File: config.mk
export PLATFORM = sky130hd
export DESIGN_NAME = tx_data_medipix_flat
export DESIGN_NICKNAME = d
export VERILOG_FILES = /design/src/rtl/tx_data_medipix_pkg.sv /design/src/rtl/tx_data_medipix_if.sv /design/src/rtl/tx_data_medipix_mdpx_clk_gen.sv /design/src/rtl/tx_data_medipix.sv /design/src/flat_wrapper.sv
export SDC_FILE = /design/constraint.sdc
export NUM_CORES = 1
export LEC_CHECK = 0
export ABC_AREA = 1
export CAP_MARGIN = 20
export CORE_MARGIN = 4
export CORE_UTILIZATION = 59
export CTS_CLUSTER_DIAMETER = 200
export CTS_CLUSTER_SIZE = 24
export DETAILED_ROUTE_END_ITERATION = 10
export PLACE_DENSITY = 0.8
export SLEW_MARGIN = 20
export SYNTH_ARGS = -nofsm -noshare
export SYNTH_HDL_FRONTEND = slang
export SYNTH_SLANG_ARGS = --single-unit
File: constraint.sdc
create_clock -name In_Clk -period 3.55 [get_ports In_Clk]
set_input_delay 0.71 -clock In_Clk [delete_from_list [all_inputs] [get_ports In_Clk]]
set_output_delay 0.71 -clock In_Clk [all_outputs]
set_load 0.02 [all_outputs]
File: src/rtl/tx_data_medipix_pkg.sv
// tx_data_medipix_pkg
// Shared definitions for the Medipix transmit bridge:
//   - state_t : frame sequencer state encoding
//   - M_*     : Medipix mode codes, shared with the receive-side discriminator
//   - frame_takes_bytes() : states in which payload bytes may still be accepted
package tx_data_medipix_pkg;

  typedef enum logic [2:0] {
    ST_IDLE  = 3'd0,
    ST_LEAD  = 3'd1,
    ST_SHIFT = 3'd2,
    ST_TRAIL = 3'd3,
    ST_END   = 3'd4
  } state_t;

  // Medipix mode codes driven on M alongside the serial frame
  localparam logic [2:0] M_READ_MATRIX = 3'b000;
  localparam logic [2:0] M_LOAD_MATRIX = 3'b001;
  localparam logic [2:0] M_LOAD_DAC    = 3'b010;
  localparam logic [2:0] M_SET_OMR     = 3'b100;
  localparam logic [2:0] M_READ_OMR    = 3'b101;

  // Payload bytes after the sync byte are only taken while the frame is
  // leading in or shifting; IDLE has its own acceptance rules.
  function automatic logic frame_takes_bytes(input state_t s);
    logic r;
    case (s)
      ST_LEAD:  r = 1'b1;
      ST_SHIFT: r = 1'b1;
      default:  r = 1'b0;
    endcase
    return r;
  endfunction

endpackage

File: src/rtl/tx_data_medipix_if.sv
// tx_data_medipix_if
// Byte-source handshake into the Medipix transmit bridge.
//   In_Valid          byte valid
//   In_Sync           first byte of a packet (qualified by In_Valid)
//   In_Data           payload byte, serialised MSB first
//   In_Packet_Length  payload byte count, sampled with the sync byte
//   In_M              Medipix mode, sampled with the sync byte
//   Out_Ready         byte accepted when In_Valid && Out_Ready
// Modports: master = byte source, slave = bridge.
interface tx_data_medipix_if;
  logic        In_Valid;
  logic        In_Sync;
  logic [7:0]  In_Data;
  logic [15:0] In_Packet_Length;
  logic [2:0]  In_M;
  logic        Out_Ready;

  modport master (
    output In_Valid, In_Sync, In_Data, In_Packet_Length, In_M,
    input  Out_Ready
  );

  modport slave (
    input  In_Valid, In_Sync, In_Data, In_Packet_Length, In_M,
    output Out_Ready
  );
endinterface

File: src/rtl/tx_data_medipix_mdpx_clk_gen.sv
// mdpx_clk_gen
// Free-running Medipix clock divider. A counter 0..CLK_DIV-1 toggles the
// generated clock at terminal count, giving a period of 2*CLK_DIV clk cycles.
//   clk, rst   system clock, synchronous active-high reset
//   mclk       generated Medipix clock (registered, 0 in reset)
//   fall_tick  high in the clk cycle whose closing edge takes mclk 1->0
//   rise_tick  high in the clk cycle whose closing edge takes mclk 0->1
module mdpx_clk_gen #(
  parameter int CLK_DIV = 2
) (
  input  logic clk,
  input  logic rst,
  output logic mclk,
  output logic fall_tick,
  output logic rise_tick
);

  localparam logic [15:0] DIV_LAST_C = 16'(CLK_DIV - 1);

  logic [15:0] div_cnt_r;
  logic        mclk_r;
  logic        terminal_s;

  assign terminal_s = (div_cnt_r == DIV_LAST_C);
  assign fall_tick  = terminal_s && mclk_r;
  assign rise_tick  = terminal_s && !mclk_r;
  assign mclk       = mclk_r;

  // divider counter and clock toggle
  always_ff @(posedge clk) begin
    if (rst) begin
      div_cnt_r <= 16'd0;
      mclk_r    <= 1'b0;
    end else if (terminal_s) begin
      div_cnt_r <= 16'd0;
      mclk_r    <= ~mclk_r;
    end else begin
      div_cnt_r <= div_cnt_r + 16'd1;
    end
  end

endmodule

File: src/rtl/tx_data_medipix.sv
// tx_data_medipix
// Serialises a byte stream onto the Medipix serial data-in line with a
// generated Medipix clock and enable; drives the mode bits M for the frame.
//   In_Clk, In_Reset  sole clock, synchronous active-high reset
//   src               byte-source handshake (tx_data_medipix_if.slave)
//   Out_Clk_Mdpx      generated Medipix clock
//   Out_En_Mdpx       Medipix enable, changes on clock fall only
//   Out_Data_Mdpx     serial data, MSB first, changes on clock fall only
//   Out_M             mode bits latched from the sync byte
//   Out_Busy          frame in progress
//   Out_Done          one-cycle pulse at frame end
//   Out_Err           sticky underrun flag, cleared by the next sync byte
// Build option: define MDPX_TRAILER_EN to append TRAILER_BITS enabled zero
// bits after the payload (flushes the chip's shift register).
module tx_data_medipix
  import tx_data_medipix_pkg::*;
#(
  parameter int CLK_DIV      = 2,
  parameter int LEAD_CYCLES  = 8,
  parameter int TRAILER_BITS = 16
) (
  input  logic               In_Clk,
  input  logic               In_Reset,
  tx_data_medipix_if.slave   src,
  output logic               Out_Clk_Mdpx,
  output logic               Out_En_Mdpx,
  output logic               Out_Data_Mdpx,
  output logic [2:0]         Out_M,
  output logic               Out_Busy,
  output logic               Out_Done,
  output logic               Out_Err
);

  localparam logic [15:0] LEAD_LAST_C = 16'(LEAD_CYCLES - 1);
`ifdef MDPX_TRAILER_EN
  localparam logic [15:0] TRAIL_LAST_C = 16'(TRAILER_BITS - 1);
  localparam state_t      TAIL_STATE_C = ST_TRAIL;
`else
  localparam int          unused_trailer_bits_c = TRAILER_BITS;
  localparam state_t      TAIL_STATE_C = ST_END;
`endif

  state_t      state_r, next_state_s;
  logic        fall_tick_s, rise_tick_s, accept_s, tail_s;

  logic [7:0]  hold_r, hold_nxt_s;
  logic        hold_full_r, hold_full_nxt_s;
  logic [7:0]  shift_r, shift_nxt_s;
  logic [2:0]  bit_cnt_r, bit_cnt_nxt_s;
  logic [15:0] len_r, len_nxt_s;
  logic [15:0] acc_cnt_r, acc_cnt_nxt_s;
  logic [15:0] load_cnt_r, load_cnt_nxt_s;
  logic [15:0] lead_cnt_r, lead_cnt_nxt_s;
`ifdef MDPX_TRAILER_EN
  logic [15:0] trail_cnt_r, trail_cnt_nxt_s;
`endif
  logic        en_r, en_nxt_s;
  logic        data_r, data_nxt_s;
  logic [2:0]  m_r, m_nxt_s;
  logic        err_r, err_nxt_s;
  logic        done_r, done_nxt_s;
  logic        ready_r, ready_nxt_s;
  logic        busy_r, busy_nxt_s;

  mdpx_clk_gen #(.CLK_DIV(CLK_DIV)) u_clk_gen (
    .clk       (In_Clk),
    .rst       (In_Reset),
    .mclk      (Out_Clk_Mdpx),
    .fall_tick (fall_tick_s),
    .rise_tick (rise_tick_s)
  );

  assign accept_s      = src.In_Valid && ready_r;
  assign src.Out_Ready = ready_r;
  assign Out_En_Mdpx   = en_r;
  assign Out_Data_Mdpx = data_r;
  assign Out_M         = m_r;
  assign Out_Busy      = busy_r;
  assign Out_Done      = done_r;
  assign Out_Err       = err_r;

  // FSM state register
  always_ff @(posedge In_Clk) begin
    if (In_Reset) begin
      state_r <= ST_IDLE;
    end else begin
      state_r <= next_state_s;
    end
  end

  // FSM next-state logic
  always_comb begin
    next_state_s = state_r;
    case (state_r)
      ST_IDLE: begin
        if (accept_s && src.In_Sync && (src.In_Packet_Length != 16'd0)) begin
          next_state_s = ST_LEAD;
        end else begin
          next_state_s = ST_IDLE;
        end
      end
      ST_LEAD: begin
        if (fall_tick_s && (lead_cnt_r == LEAD_LAST_C)) begin
          next_state_s = ST_SHIFT;
        end else begin
          next_state_s = ST_LEAD;
        end
      end
      ST_SHIFT: begin
        // Leave after bit 0 unless a further byte is owed and already held
        if (fall_tick_s && (bit_cnt_r == 3'd0) &&
            !((load_cnt_r != len_r) && hold_full_r)) begin
          next_state_s = TAIL_STATE_C;
        end else begin
          next_state_s = ST_SHIFT;
        end
      end
`ifdef MDPX_TRAILER_EN
      ST_TRAIL: begin
        if (fall_tick_s && (trail_cnt_r == TRAIL_LAST_C)) begin
          next_state_s = ST_END;
        end else begin
          next_state_s = ST_TRAIL;
        end
      end
`endif
      ST_END: begin
        // Enable already dropped; finish once the chip has clocked it in
        if (rise_tick_s) begin
          next_state_s = ST_IDLE;
        end else begin
          next_state_s = ST_END;
        end
      end
      default: next_state_s = ST_IDLE;
    endcase
  end

  // FSM outputs and datapath next values
  always_comb begin
    hold_nxt_s      = hold_r;
    hold_full_nxt_s = hold_full_r;
    shift_nxt_s     = shift_r;
    bit_cnt_nxt_s   = bit_cnt_r;
    len_nxt_s       = len_r;
    acc_cnt_nxt_s   = acc_cnt_r;
    load_cnt_nxt_s  = load_cnt_r;
    lead_cnt_nxt_s  = lead_cnt_r;
`ifdef MDPX_TRAILER_EN
    trail_cnt_nxt_s = trail_cnt_r;
`endif
    en_nxt_s        = en_r;
    data_nxt_s      = data_r;
    m_nxt_s         = m_r;
    err_nxt_s       = err_r;
    done_nxt_s      = 1'b0;
    tail_s          = 1'b0;
    case (state_r)
      ST_IDLE: begin
        if (accept_s && src.In_Sync && (src.In_Packet_Length != 16'd0)) begin
          len_nxt_s       = src.In_Packet_Length;
          m_nxt_s         = src.In_M;
          hold_nxt_s      = src.In_Data;
          hold_full_nxt_s = 1'b1;
          acc_cnt_nxt_s   = 16'd1;
          load_cnt_nxt_s  = 16'd0;
          lead_cnt_nxt_s  = 16'd0;
          err_nxt_s       = 1'b0;
        end else begin
          hold_full_nxt_s = 1'b0;  // non-sync and zero-length bytes are dropped
        end
      end
      ST_LEAD: begin
        if (fall_tick_s && (lead_cnt_r == LEAD_LAST_C)) begin
          shift_nxt_s     = hold_r;
          data_nxt_s      = hold_r[7];
          en_nxt_s        = 1'b1;
          bit_cnt_nxt_s   = 3'd7;
          load_cnt_nxt_s  = load_cnt_r + 16'd1;
          hold_full_nxt_s = 1'b0;
        end else if (fall_tick_s) begin
          lead_cnt_nxt_s = lead_cnt_r + 16'd1;
        end else begin
          lead_cnt_nxt_s = lead_cnt_r;
        end
      end
      ST_SHIFT: begin
        if (fall_tick_s) begin
          if (bit_cnt_r != 3'd0) begin
            // bit on the line always sits in shift_r[7]
            data_nxt_s    = shift_r[6];
            shift_nxt_s   = {shift_r[6:0], 1'b0};
            bit_cnt_nxt_s = bit_cnt_r - 3'd1;
          end else if (load_cnt_r == len_r) begin
            tail_s = 1'b1;
          end else if (hold_full_r) begin
            shift_nxt_s     = hold_r;
            data_nxt_s      = hold_r[7];
            bit_cnt_nxt_s   = 3'd7;
            load_cnt_nxt_s  = load_cnt_r + 16'd1;
            hold_full_nxt_s = 1'b0;
          end else begin
            err_nxt_s = 1'b1;
            tail_s    = 1'b1;
          end
        end else begin
          tail_s = 1'b0;
        end
      end
`ifdef MDPX_TRAILER_EN
      ST_TRAIL: begin
        if (fall_tick_s && (trail_cnt_r == TRAIL_LAST_C)) begin
          en_nxt_s   = 1'b0;
          data_nxt_s = 1'b0;
        end else if (fall_tick_s) begin
          trail_cnt_nxt_s = trail_cnt_r + 16'd1;
        end else begin
          trail_cnt_nxt_s = trail_cnt_r;
        end
      end
`endif
      ST_END: begin
        if (rise_tick_s) begin
          done_nxt_s = 1'b1;
        end else begin
          done_nxt_s = 1'b0;
        end
      end
      default: begin
        done_nxt_s = 1'b0;
      end
    endcase

    // Leaving SHIFT on the fall tick after bit 0
    if (tail_s) begin
`ifdef MDPX_TRAILER_EN
      data_nxt_s      = 1'b0;
      trail_cnt_nxt_s = 16'd0;
`else
      en_nxt_s   = 1'b0;
      data_nxt_s = 1'b0;
`endif
    end else begin
      tail_s = 1'b0;
    end

    // A byte taken in the same cycle as a reload refills the holding register
    if (accept_s && frame_takes_bytes(state_r)) begin
      hold_nxt_s      = src.In_Data;
      hold_full_nxt_s = 1'b1;
      acc_cnt_nxt_s   = acc_cnt_r + 16'd1;
    end else begin
      acc_cnt_nxt_s = acc_cnt_nxt_s;
    end

    // Ready is registered from next-cycle state so it reads 0 in reset
    if (!hold_full_nxt_s && (next_state_s == ST_IDLE)) begin
      ready_nxt_s = 1'b1;
    end else if (!hold_full_nxt_s && frame_takes_bytes(next_state_s) &&
                 (acc_cnt_nxt_s < len_nxt_s)) begin
      ready_nxt_s = 1'b1;
    end else begin
      ready_nxt_s = 1'b0;
    end
    busy_nxt_s = (next_state_s != ST_IDLE);
  end

  // datapath and output registers
  always_ff @(posedge In_Clk) begin
    if (In_Reset) begin
      hold_r      <= 8'd0;
      hold_full_r <= 1'b0;
      shift_r     <= 8'd0;
      bit_cnt_r   <= 3'd0;
      len_r       <= 16'd0;
      acc_cnt_r   <= 16'd0;
      load_cnt_r  <= 16'd0;
      lead_cnt_r  <= 16'd0;
`ifdef MDPX_TRAILER_EN
      trail_cnt_r <= 16'd0;
`endif
      en_r        <= 1'b0;
      data_r      <= 1'b0;
      m_r         <= 3'd0;
      err_r       <= 1'b0;
      done_r      <= 1'b0;
      ready_r     <= 1'b0;
      busy_r      <= 1'b0;
    end else begin
      hold_r      <= hold_nxt_s;
      hold_full_r <= hold_full_nxt_s;
      shift_r     <= shift_nxt_s;
      bit_cnt_r   <= bit_cnt_nxt_s;
      len_r       <= len_nxt_s;
      acc_cnt_r   <= acc_cnt_nxt_s;
      load_cnt_r  <= load_cnt_nxt_s;
      lead_cnt_r  <= lead_cnt_nxt_s;
`ifdef MDPX_TRAILER_EN
      trail_cnt_r <= trail_cnt_nxt_s;
`endif
      en_r        <= en_nxt_s;
      data_r      <= data_nxt_s;
      m_r         <= m_nxt_s;
      err_r       <= err_nxt_s;
      done_r      <= done_nxt_s;
      ready_r     <= ready_nxt_s;
      busy_r      <= busy_nxt_s;
    end
  end

endmodule
File: src/flat_wrapper.sv
// flat-port wrapper written by rule: the top's interface ports become plain ports
module tx_data_medipix_flat import tx_data_medipix_pkg::*;
#(
  parameter int CLK_DIV      = 2,
  parameter int LEAD_CYCLES  = 8,
  parameter int TRAILER_BITS = 16
)
  (In_Clk, In_Reset, Out_Clk_Mdpx, Out_En_Mdpx, Out_Data_Mdpx, Out_M, Out_Busy, Out_Done, Out_Err, src_In_Valid, src_In_Sync, src_In_Data, src_In_Packet_Length, src_In_M, src_Out_Ready);
  tx_data_medipix_if src_i ();
  input  logic In_Clk;
  input  logic In_Reset;
  output logic Out_Clk_Mdpx;
  output logic Out_En_Mdpx;
  output logic Out_Data_Mdpx;
  output logic [2:0] Out_M;
  output logic Out_Busy;
  output logic Out_Done;
  output logic Out_Err;
  input wire logic [$bits(src_i.In_Valid)-1:0] src_In_Valid;
  input wire logic [$bits(src_i.In_Sync)-1:0] src_In_Sync;
  input wire logic [$bits(src_i.In_Data)-1:0] src_In_Data;
  input wire logic [$bits(src_i.In_Packet_Length)-1:0] src_In_Packet_Length;
  input wire logic [$bits(src_i.In_M)-1:0] src_In_M;
  output wire logic [$bits(src_i.Out_Ready)-1:0] src_Out_Ready;
  assign src_i.In_Valid = src_In_Valid;
  assign src_i.In_Sync = src_In_Sync;
  assign src_i.In_Data = src_In_Data;
  assign src_i.In_Packet_Length = src_In_Packet_Length;
  assign src_i.In_M = src_In_M;
  assign src_Out_Ready = src_i.Out_Ready;
  tx_data_medipix #(.CLK_DIV(CLK_DIV), .LEAD_CYCLES(LEAD_CYCLES), .TRAILER_BITS(TRAILER_BITS)) u_core (.In_Clk(In_Clk), .In_Reset(In_Reset), .src(src_i), .Out_Clk_Mdpx(Out_Clk_Mdpx), .Out_En_Mdpx(Out_En_Mdpx), .Out_Data_Mdpx(Out_Data_Mdpx), .Out_M(Out_M), .Out_Busy(Out_Busy), .Out_Done(Out_Done), .Out_Err(Out_Err));
endmodule
==> Word-level counts from Yosys, hierarchy flattened <==
Index checks and enable logic that the tools add are counted.
{ "op_classes": {"n_addsub": 5, "n_lt_le_gt_ge": 1, "eq_ne": 20, "muxes": 65, "bitwise": 2, "n_reduce_logical": 40} }
{ "ops": {"columns": ["cell", "n"], "rows": [
  ["$mux W16", 13],
  ["$add A16 B1 Y16 const B", 4],
  ["$pmux W16 S3", 1],
  ["$mux W7", 5],
  ["$pmux W16 S2", 1],
  ["$mux W1", 28],
  ["$mux W8", 3],
  ["$mux W3", 7],
  ["$eq A16 B1 Y1 const B", 1],
  ["$eq A16 B16 Y1", 1],
  ["$eq A16 B3 Y1 const B", 1],
  ["$lt A16 B16 Y1", 1],
  ["$ne A16 B16 Y1", 1],
  ["$reduce_bool A16 Y1", 1],
  ["$pmux W7 S2", 1],
  ["$logic_and A1 B1 Y1", 13],
  ["$pmux W3 S4", 1],
  ["$ne A2 B1 Y1 const B", 5],
  ["$reduce_bool A2 Y1", 5],
  ["$reduce_or A2 Y1", 5],
  ["$logic_not A3 Y1", 3],
  ["$reduce_bool A3 Y1", 3],
  ["$ne A2 B2 Y1 const B", 4],
  ["$reduce_and A7 Y1", 1],
  ["16 further kinds", 24]
]} }
{ "word_totals": {"reg_bits": 112, "output_inout_bits": 10} }

==> Logic depth before layout (Yosys ltp) <==
Gate-level depths: netlist of run 1.
{ "logic_depth": {"ltp_word": 14, "mapped_depth": 19, "depth_no_buf": 19} }

==> Hierarchy <==
A second synthesis of run 1 with hierarchy kept.
{ "hier_totals": {"hier_cells": 821, "hier_area_um2": 5919.4} }
{ "by_module_without_submodules": {"columns": ["mod", "n_inst", "cells_each", "area_each_um2", "seq_area_each_um2"], "rows": [
  ["tx_data_medipix", 1, 685, 4976.0, 1901.8],
  ["mdpx_clk_gen", 1, 136, 943.4, 340.3]
]} }

==> Worst setup path after synthesis of run 1 <==
No wires, ideal clock.
{ "synth_path": {"path_type": "input-to-reg", "start": "input src_In_Packet_Length[11]", "end": "register u_core.ready_r, in the netlist u_core.src.Out_Ready", "setup_ps": 70, "arrival_ps": 2627, "setup_slack_ps": 853, "cell_stages": 14, "path_buffers": 1, "cell_sequence": "nor2_1 nand2_1 nor2_1 nand2_1 nand3_1 buf_2 mux2i_1 ha_1 a21oi_1 nor2_1 a211oi_1 o221a_2 nand2_1 a21oi_1"} }
{ "synth_between": {"elab_chain_cells": 12, "elab_cells_between_ends": 25, "cone_classes": "1 x order compare; 2 x eq/ne; 14 x mux; 8 x reduce/logical"} }
{ "synth_lines": {"columns": ["element", "line", "text"], "rows": [
  ["from (decl)", "flat_wrapper.sv:22", "input wire logic [$bits(src_i.In_Packet_Length)-1:0] src_In_Packet_Length;"],
  ["branches (longest 11 deep; another with $lt A16 B16 Y1)", null, null],
  ["$mux W1 *", "tx_data_medipix.sv:257", "if (!hold_full_nxt_s && (next_state_s == ST_IDLE)) begin"],
  ["to (signal assigned)", "tx_data_medipix.sv:306", "ready_r <= ready_nxt_s;"],
  ["to (decl)", "tx_data_medipix.sv:62", "logic ready_r, ready_nxt_s;"]
]} }
Every way passes the cells marked *. The select of a mux whose other input is x is not followed.
A chain may end at the register's enable or synchronous reset.

==> Worst setup path after layout of run 1 <==
{ "layout_path": {"start": "input src_In_Valid", "end": "register u_core.ready_r, in the netlist u_core.src.Out_Ready"} }
{ "layout_between": {"elab_cells_between_ends": 27, "cone_classes": "1 x order compare; 2 x eq/ne; 14 x mux; 10 x reduce/logical"} }
{ "layout_rtl": {"columns": ["element", "line", "text"], "rows": [
  ["from (decl)", "flat_wrapper.sv:19", "input wire logic [$bits(src_i.In_Valid)-1:0] src_In_Valid;"],
  ["$logic_and A1 B1 Y1 *", "tx_data_medipix.sv:73", "assign accept_s = src.In_Valid && ready_r;"],
  ["$logic_and A1 B1 Y1 (2 in a row)", "tx_data_medipix.sv:160", "if (accept_s && src.In_Sync && (src.In_Packet_Length != 16'd0)) begin"],
  ["$mux W16", "tx_data_medipix.sv:160", null],
  ["$mux W16", "tx_data_medipix.sv:158", "case (state_r)"],
  ["$mux W16 *", "tx_data_medipix.sv:248", "if (accept_s && frame_takes_bytes(state_r)) begin"],
  ["named net u_core.acc_cnt_nxt_s[11]", "tx_data_medipix.sv:51", "logic [15:0] acc_cnt_r, acc_cnt_nxt_s;"],
  ["$lt A16 B16 Y1 *", "tx_data_medipix.sv:260", "(acc_cnt_nxt_s < len_nxt_s)) begin"],
  ["$logic_and A1 B1 Y1 *", "tx_data_medipix.sv:259", "end else if (!hold_full_nxt_s && frame_takes_bytes(next_state_s) &&"],
  ["$mux W1 *", "tx_data_medipix.sv:259", null],
  ["$mux W1 *", "tx_data_medipix.sv:257", null]
]} }
Mark *: on every way through the listed nets, which the timed path passes. The rest lies on a longest branch. The select of a mux whose other input is x is not followed.

==> results of run 1 <==
-- power by group --
| part | internal [uW] | switching (uW) | total, uW | leakage, uW |
|---|---|---|---|---|
| Sequential | 1290 | 27.2 | 1320 | 0.000907 |
| Clock | 277 | 438 | 714 | 0.0000867 |
| Combinational | 117 | 185 | 303 | 0.00167 |
-- cell usage in the layout, fill, tap and decap left out, drive strengths merged, types with 10 or more instances in the layout --
cell type        n
a21oi           63
clkbuf          10
clkdlybuf4s50   39
dfxtp          112
ha              22
inv             97
mux2i           15
nand2          190
nand3           43
nand4           20
nor2           132
nor3            34
nor4            15
o21ai           25
xnor2           16
xor2            17
-- registers in the layout (all words and copies together) (netlist names) --
signal	count
u_core.len_r	16
u_core.state_r	3
u_core.Out_M	3
u_core.src.Out_Ready	1
u_core.hold_full_r	1
u_core.lead_cnt_r	16
u_core.shift_r	7
u_core.bit_cnt_r	3
u_core.Out_Done	1
u_core.load_cnt_r	16
u_core.Out_Data_Mdpx	1
u_core.Out_Err	1
u_core.u_clk_gen.div_cnt_r	16
u_core.Out_Busy	1
u_core.acc_cnt_r	16
u_core.Out_En_Mdpx	1
u_core.hold_r	8
u_core.u_clk_gen.mclk	1
-- Yosys cell counts (6+ instances only) --
| master | n | area [sq um] |
|---|---|---|
| xnor2_1 | 16 | 140 |
| nor3b_1 | 8 | 60.1 |
| xor2_1 | 17 | 149 |
| nand3_1 | 40 | 200 |
| clkbuf_1 | 13 | 48.8 |
| nor2_2 | 6 | 37.5 |
| inv_2 | 6 | 22.5 |
| mux2i_1 | 15 | 150 |
| a21oi_1 | 63 | 315 |
| dfxtp_1 | 112 | 2240 |
| ha_1 | 22 | 275 |
| a211oi_1 | 7 | 52.6 |
| nor2_1 | 124 | 465 |
| nor3_1 | 32 | 160 |
| nand2_1 | 184 | 691 |
| buf_2 | 6 | 30.0 |
| nor4_1 | 14 | 87.6 |
| inv_1 | 89 | 334 |
| nand4_1 | 19 | 119 |
| o21ai_0 | 23 | 115 |
-- critical path, delay by kind of cell --
kind	cells	cell delay, ns
fa+ha+maj	1	0.29
compound gates	3	0.55
simple gates	10	1.06
buf+inv	3	0.76
-- how the worst max path moves through the flow --
stage	start	endpoint	slack [ns]	cells after the start
after floorplan	src_In_Packet_Length[11]	u_core.src.Out_Ready$_SDFF_PP0_	0.85	14
after global routing	u_core.state_r[2]$_SDFF_PP0_	u_core.src.Out_Ready$_SDFF_PP0_	0.26	19
after global placement	src_In_Valid	u_core.src.Out_Ready$_SDFF_PP0_	0.25	17
after detailed placement	src_In_Valid	u_core.src.Out_Ready$_SDFF_PP0_	0.13	17
after CTS	src_In_Valid	u_core.src.Out_Ready$_SDFF_PP0_	0.55	17
final	src_In_Valid	u_core.src.Out_Ready$_SDFF_PP0_	0.51	17
-- metal layers --
layer	vias up	wire length, um	GRT usage
met5	-	0	0
met4	0	168	0.0677
met3	14	625	0.0593
met2	126	6840	0.428
met1	2615	6520	0.318
li1	2892	-	-
-- metrics by stage --
step	setup slack, ns	cells	util
final	0.514	1035	0.684
after global routing	0.257	1035	0.684
after CTS	0.552	1035	0.684
after detailed placement	0.133	1020	0.666
after global placement	0.253	1020	0.666
after floorplan	0.853	861	-
-- logic make-up (layout without fill, tap and decap cells) --
| kind of cell | Yosys count | in the layout |
|---|---|---|
| flip-flops | 112 | 112 |
| AO/OA/AOI/OAI | 112 | 112 |
| multiplexers | 15 | 15 |
| XOR/XNOR | 33 | 33 |
| adder cells (fa/ha/maj) | 22 | 22 |
| buffers and inverters | 120 | 161 |
| AND/OR/NAND/NOR | 447 | 447 |
-- final cells by class --
class	instances	area share
flip-flops and latches	112	0.331
clock buffers	10	0.0203
inverters	98	0.0544
clock inverters	5	0.00591
repair buffers	48	0.0672
multi-input cells	629	0.497
well taps	133	0.0245
==> metrics.md, run 1 <==
| Metric | Value |
|---|---|
| Per-cell routed wire length | `13.7 um` |
| Actual slew at the worst max-slew pin | `0.700 ns` |
| CP Max Fanout | `7` |
| Crit path cell chain | `clkdlybuf4s50_1 -> nand3_4 -> inv_2 -> nand2_1 -> nor2_1 -> nand3_1 -> nor3_1 -> nand3_1 -> inv_1 -> nor2_1 -> ha_1 -> nand2_1 -> nor2_1 -> a211oi_1 -> o221a_2 -> nand2_1 -> a21oi_1` |
| Buffers on Ports | `40` |
| Post-route clock period utilization | `0.855` |
| Crit Path Category | `input pin to flip-flop` |
| Cts hold-fix bufs | `0` |
| Net count after synthesis | `914` |
| Fillers | `853` |
| Post-synthesis adder-cell area fraction | `0.0453` |
| Hold Crit Endpoint | `u_core.shift_r[6]$_SDFFE_PP0P_` |
| Worst reg2reg startpoint | `u_core.state_r[2]$_SDFF_PP0_` |
| Post-synthesis compound-gate area fraction | `0.105` |
| Layout Nets | `951` |
| Footprint of the multi-input gates | `3370 sq um` |
| Mux share of post-synthesis cell area | `0.0247` |
| Synth Warn # | `0` |
| Hold Fails Final Rpt | `0` |
| Mapped Cells | `861` |
| Initial antenna violation count | `0` |
| CTS tree | `done` |
| Largest family of logic cells by synthesized area | `simple AND/OR/NAND/NOR gates` |
| Arrival @ worst endpoint | `3.37 ns` |
| Vias | `5,647` |
| CTS H-tree lvls | `3` |
| Core area | `9910 sq um` |
| CTS max path bufs | `2` |
| VDD IR max | `0.395 mV` |
| Gpl congestion | `0.929` |
| Largest net degree at the start of global routing | `66` |
| Initial DRC count | `419` |
| Worst R2R Path Depth | `19` |
| Power per Cell Area | `345 nW/um^2` |
| Post-CTS setup buffer count | `0` |
| Hold_sp | `u_core.shift_r[6]$_SDFFE_PP0P_` |
| RSZ-0062 raised after global routing | `no` |
| Rel. slew slack | `0.533` |
| Clk slew on worst S/H paths | `0.11 ns` |
| Max Clk Rate | `329 MHz` |
| Hold WC Path Type | `flip-flop to flip-flop` |
| Antenna viol nets, final | `0` |
| # DRC | `0` |
| Rows | `36` |
| Slowest stage cell, crit path | `clkdlybuf4s50_1` |
| Ports | `41` |
| Post-Synth XOR/XNOR Area | `0.0475` |
| Hold_ws | `0.465 ns` |
| Placed wire-length estimate | `10,700 um` |
| Syn avg cell area | `7.06 sq um` |
| Drt first pass iters | `5` |
| DR vias/cell | `5.46` |
| Seq/Total Area, Yosys | `0.369` |
| CP peak stage delay | `0.54 ns` |
| DIE AREA | `12,000 sq um` |
| Synth cell types | `47` |
| Design Area, Final | `6780 sq um` |
| CP Launch Type | `input pin` |
| Share of cells above drive strength 1 | `0.0621` |
| Synth Cell Area | `6080 sq um` |
| Synth Area in Simple Gates | `0.332` |
| Clk root buf | `clkbuf_8` |
| Yosys reg bits | `112` |
| Post-route setup TNS | `0 ns` |
| P&R area growth vs syn | `11.5%` |
| Async SR Flop Fraction | `0` |
| Initial Util | `0.614` |
| EDFF count, synth | `0` |
| Cells on Worst Hold Path | `2` |
| Cell Area, Placed | `6600 sq um` |
| Final setup vio count | `0` |
| R2R setup slack | `0.57 ns` |
| Ant diodes | `0` |
| First-pass GRT wire length | `24,200 um` |
| CP Capture Type | `flip-flop` |
| Vias in the first global route | `5,470` |
| Status | `completed` |
| Leak | `0.00267 uW` |
| Later-pin clock latency in the skew report | `0.40 ns` |
| CTS Buf Count | `9` |
| Clock Skews | `0.0174 ns` |
| Top_reg_cell synth | `dfxtp_1` |
| Final max-slew violation count | `0` |
| Register area | `2240 sq um` |
| Clock Sinks | `112` |
| R2r endpoint | `u_core.src.Out_Ready$_SDFF_PP0_` |
| Die Ht | `110 um` |
| Critical Path RT | `3.89 ns` |
| Total global routing overflow | `0` |
| Chip width | `110 um` |
| Total track usage | `0.251` |
| Tot Pwr | `2340 uW` |
| Final min period | `3.04 ns` |
| MaxCap Viol Count | `0` |
| DRT Wirelength | `14,200 um` |
| Post-CTS sizing | `0` |
Note: power is estimated with default switching activity, not from simulation.
==> run 2, diff against run 1 <==
--- a/config.mk
+++ b/config.mk
@@ -6,7 +6,7 @@
 export NUM_CORES = 1
 export LEC_CHECK = 0
 export ABC_AREA = 1
-export CAP_MARGIN = 20
+export CAP_MARGIN = 30
 export CORE_MARGIN = 4
 export CORE_UTILIZATION = 59
 export CTS_CLUSTER_DIAMETER = 200
==> constraint.sdc (replaced) <==
create_clock -name In_Clk -period 2.8 [get_ports In_Clk]
set_input_delay 0.56 -clock In_Clk [delete_from_list [all_inputs] [get_ports In_Clk]]
set_output_delay 0.56 -clock In_Clk [all_outputs]
set_load 0.02 [all_outputs]
==> run 2 against run 1 <==
Clock power rose by 33%. Hold slack improved by 0.0062 ns. Largest cell class unchanged. Power rose by 32%. Non-clock buffer count rose by 60. Sequential share of layout area fell by 3.0 points. Register-to-register slack got worse by 0.50 ns. Core utilization rose by 7.0 points. Flip-flop and latch count did not move.
==> metrics.md, run 2 (synthesized netlist as in run 1, its figures left out) <==
| Metric | Value |
|---|---|
| Die Ht | `110 um (unchanged)` |
| Vias | `6,027 (+6.7%)` |
| Rows | `36 (unchanged)` |
| Placed Cells incl. Taps | `1,072 (+5.1%)` |
| First-pass GRT wire length | `25,900 um (+7.1%)` |
| Post-route setup TNS | `0 ns (unchanged)` |
| Share of cells above drive strength 1 | `0.160 (+0.0978)` |
| CTS Buf Count | `9 (unchanged)` |
| CTS H-tree lvls | `3 (unchanged)` |
| # DRC | `0 (unchanged)` |
| Initial DRC count | `546 (+30%)` |
| Placed wire-length estimate | `11,500 um (+7.3%)` |
| Post-route clock period utilization | `0.975` |
| DRT Wirelength | `15,700 um (+11%)` |
| CTS tree | `done` |
| Later-pin clock latency in the skew report | `0.41 ns (about the same)` |
| Footprint of the multi-input gates | `3580 sq um (+6.4%)` |
| Critical Path End | `u_core.src.Out_Ready$_SDFF_PP0_` |
| Final min period | `2.73 ns` |
| Wl on met1 | `6740 um (+3.4%)` |
| Register area | `2250 sq um (+0.28%)` |
| DIE AREA | `12,000 sq um (unchanged)` |
| Cells on Worst Hold Path | `2 (unchanged)` |
| Chip width | `110 um (unchanged)` |
| Final setup vio count | `0 (unchanged)` |
| Worst R2R Path Depth | `18 (-1)` |
| Ant diodes | `0 (unchanged)` |
| Fillers | `752 (-12%)` |
| Total global routing overflow | `0 (unchanged)` |
| Actual slew at the worst max-slew pin | `0.701 ns (+0.000756 ns)` |
| CP Capture Type | `flip-flop` |
| DR vias/cell | `5.50 (+0.79%)` |
| Ports | `41 (unchanged)` |
| Clock Sinks | `112 (unchanged)` |
| Met2 Wirelength | `7810 um (+14%)` |
| Crit Path Category | `flip-flop to flip-flop` |
| Total track usage | `0.270 (+0.0191)` |
| Hold WC Path Type | `flip-flop to flip-flop` |
| CP Max Fanout | `4 (-3)` |
| Worst reg2reg startpoint | `u_core.state_r[2]$_SDFF_PP0_` |
| R2r endpoint | `u_core.src.Out_Ready$_SDFF_PP0_` |
| Vias in the first global route | `5,824 (+6.5%)` |
| Drt first pass iters | `5 (unchanged)` |
| Final max-slew violation count | `0 (unchanged)` |
| Arrival @ worst endpoint | `3.04 ns (-0.33 ns)` |
| Antenna viol nets, final | `0 (unchanged)` |
| Power per Cell Area | `412 nW/um^2 (+20%)` |
| Clk root buf | `clkbuf_8` |
| R2R setup slack | `0.07 ns (-0.50 ns)` |
| Layout Nets | `1,011 (+6.3%)` |
| Largest net degree at the start of global routing | `66 (unchanged)` |
| CTS max path bufs | `2 (unchanged)` |
| P&R area growth vs syn | `22.9%` |
| Leak | `0.00297 uW (+11%)` |
| Most frequent cells in the layout | `182 x nand2_1, 119 x nor2_1, 109 x dfxtp_1` |
| Layout Utilization | `0.754 (+0.0702)` |
| Hold Fails Final Rpt | `0 (unchanged)` |
| Hold_sp | `u_core.Out_M[2]$_SDFFE_PP0P_` |
| Top sig layer | `met4` |
| VDD IR max | `0.349 mV (-12%)` |
| Gpl congestion | `0.957 (+3.0%)` |
| Per-cell routed wire length | `14.4 um (+5.0%)` |
| CP Launch Type | `flip-flop` |
| MaxCap Viol Count | `0 (unchanged)` |
| Max Clk Rate | `366 MHz` |
| Buffers on Ports | `40 (unchanged)` |
| Commonest non-fill, non-tap cell in the layout | `nand2_1` |
| Clk slew on worst S/H paths | `0.11 ns (about the same)` |
| Critical Path RT | `3.11 ns (-0.78 ns)` |
| Core area | `9910 sq um (unchanged)` |
| Initial Util | `0.614 (unchanged)` |
| Crit path from | `u_core.state_r[2]$_SDFF_PP0_` |
| Met3 wire len | `751 um (+20%)` |
| Initial antenna violation count | `0 (unchanged)` |
| Clock Skews | `0.00971 ns (-0.00769 ns)` |
| Status | `completed` |
| Final Instance Count excl. Fillers | `1,096 (+5.9%)` |
| Rel. slew slack | `0.533 (about the same)` |
-- run 2: stage by stage --
stage | instance area (sq um) | power, uW | setup slack (ns) | hold WS [ns]
after floorplan | 6080 | 1960 | 0.230 | 0.424
after global placement | 6990 | 2110 | -0.258 | 0.435
after detailed placement | 6990 | 2130 | -0.443 | 0.456
after CTS | 7200 | 3080 | 0.0208 | 0.475
after global routing | 7470 | 3220 | -0.126 | 0.503
final | 7470 | 3080 | 0.0687 | 0.472
-- run 2: how the worst min path moves through the flow --
| stage | endpoint | slack, ns |
|---|---|---|
| floorplan | u_core.shift_r[6]$_SDFFE_PP0P_ | 0.42 |
| global placement | u_core.shift_r[6]$_SDFFE_PP0P_ | 0.43 |
| detailed placement | u_core.u_clk_gen.div_cnt_r[0]$_SDFF_PP0_ | 0.46 |
| CTS | u_core.Out_M[2]$_SDFFE_PP0P_ | 0.47 |
| global route | u_core.Out_Err$_SDFFE_PP0P_ | 0.50 |
| finish | u_core.Out_M[2]$_SDFFE_PP0P_ | 0.47 |
-- run 2: what timing repair did --
action                     in CTS  in global routing
gates resized for setup         3                 50
hold buffers                    0                  0
setup endpoints to repair       1                  1
setup buffers                   0                  8
pin swaps                       1                  9
-- run 2: worst max-delay path, stage by stage, from the launching register on --
cell	delay (ns)
dfxtp_2	0.35
inv_2	0.10
nand3_4	0.12
nand2_8	0.10
nand3_4	0.10
nor2_4	0.11
nand2_2	0.08
nor2_4	0.12
nand2_4	0.09
inv_2	0.07
nand4_2	0.09
nor2_2	0.14
mux2i_1	0.26
inv_1	0.11
ha_4	0.28
nand4_1	0.11
o221a_2	0.27
nand2_1	0.08
a21oi_2	0.05
-- run 2: power breakdown --
| part | total, uW | switching [uW] | internal, uW |
|---|---|---|---|
| sequential | 1670 | 35.1 | 1640 |
| combinational | 456 | 264 | 192 |
| clock | 951 | 591 | 360 |
-- run 2: per-layer routing --
layer,global-route usage,up-vias
met5,0,-
met4,0.108,0
met3,0.0540,41
met2,0.459,159
met1,0.335,2805
li1,-,3022
-- run 2: layout make-up --
class,count,share of cell area
tap,133,0.0223
inverter,98,0.0494
clock inverter,6,0.00686
sequential,112,0.301
timing repair buffer,108,0.123
clock buffer,10,0.0184
multi-input combinational,629,0.479
==> run 3, diff against run 2 <==
--- a/config.mk
+++ b/config.mk
@@ -6,7 +6,6 @@
 export NUM_CORES = 1
 export LEC_CHECK = 0
 export ABC_AREA = 1
-export CAP_MARGIN = 30
 export CORE_MARGIN = 4
 export CORE_UTILIZATION = 59
 export CTS_CLUSTER_DIAMETER = 200
==> results of run 3 <==
No change in the layout: final DEF, timing and power equal those of run 2.
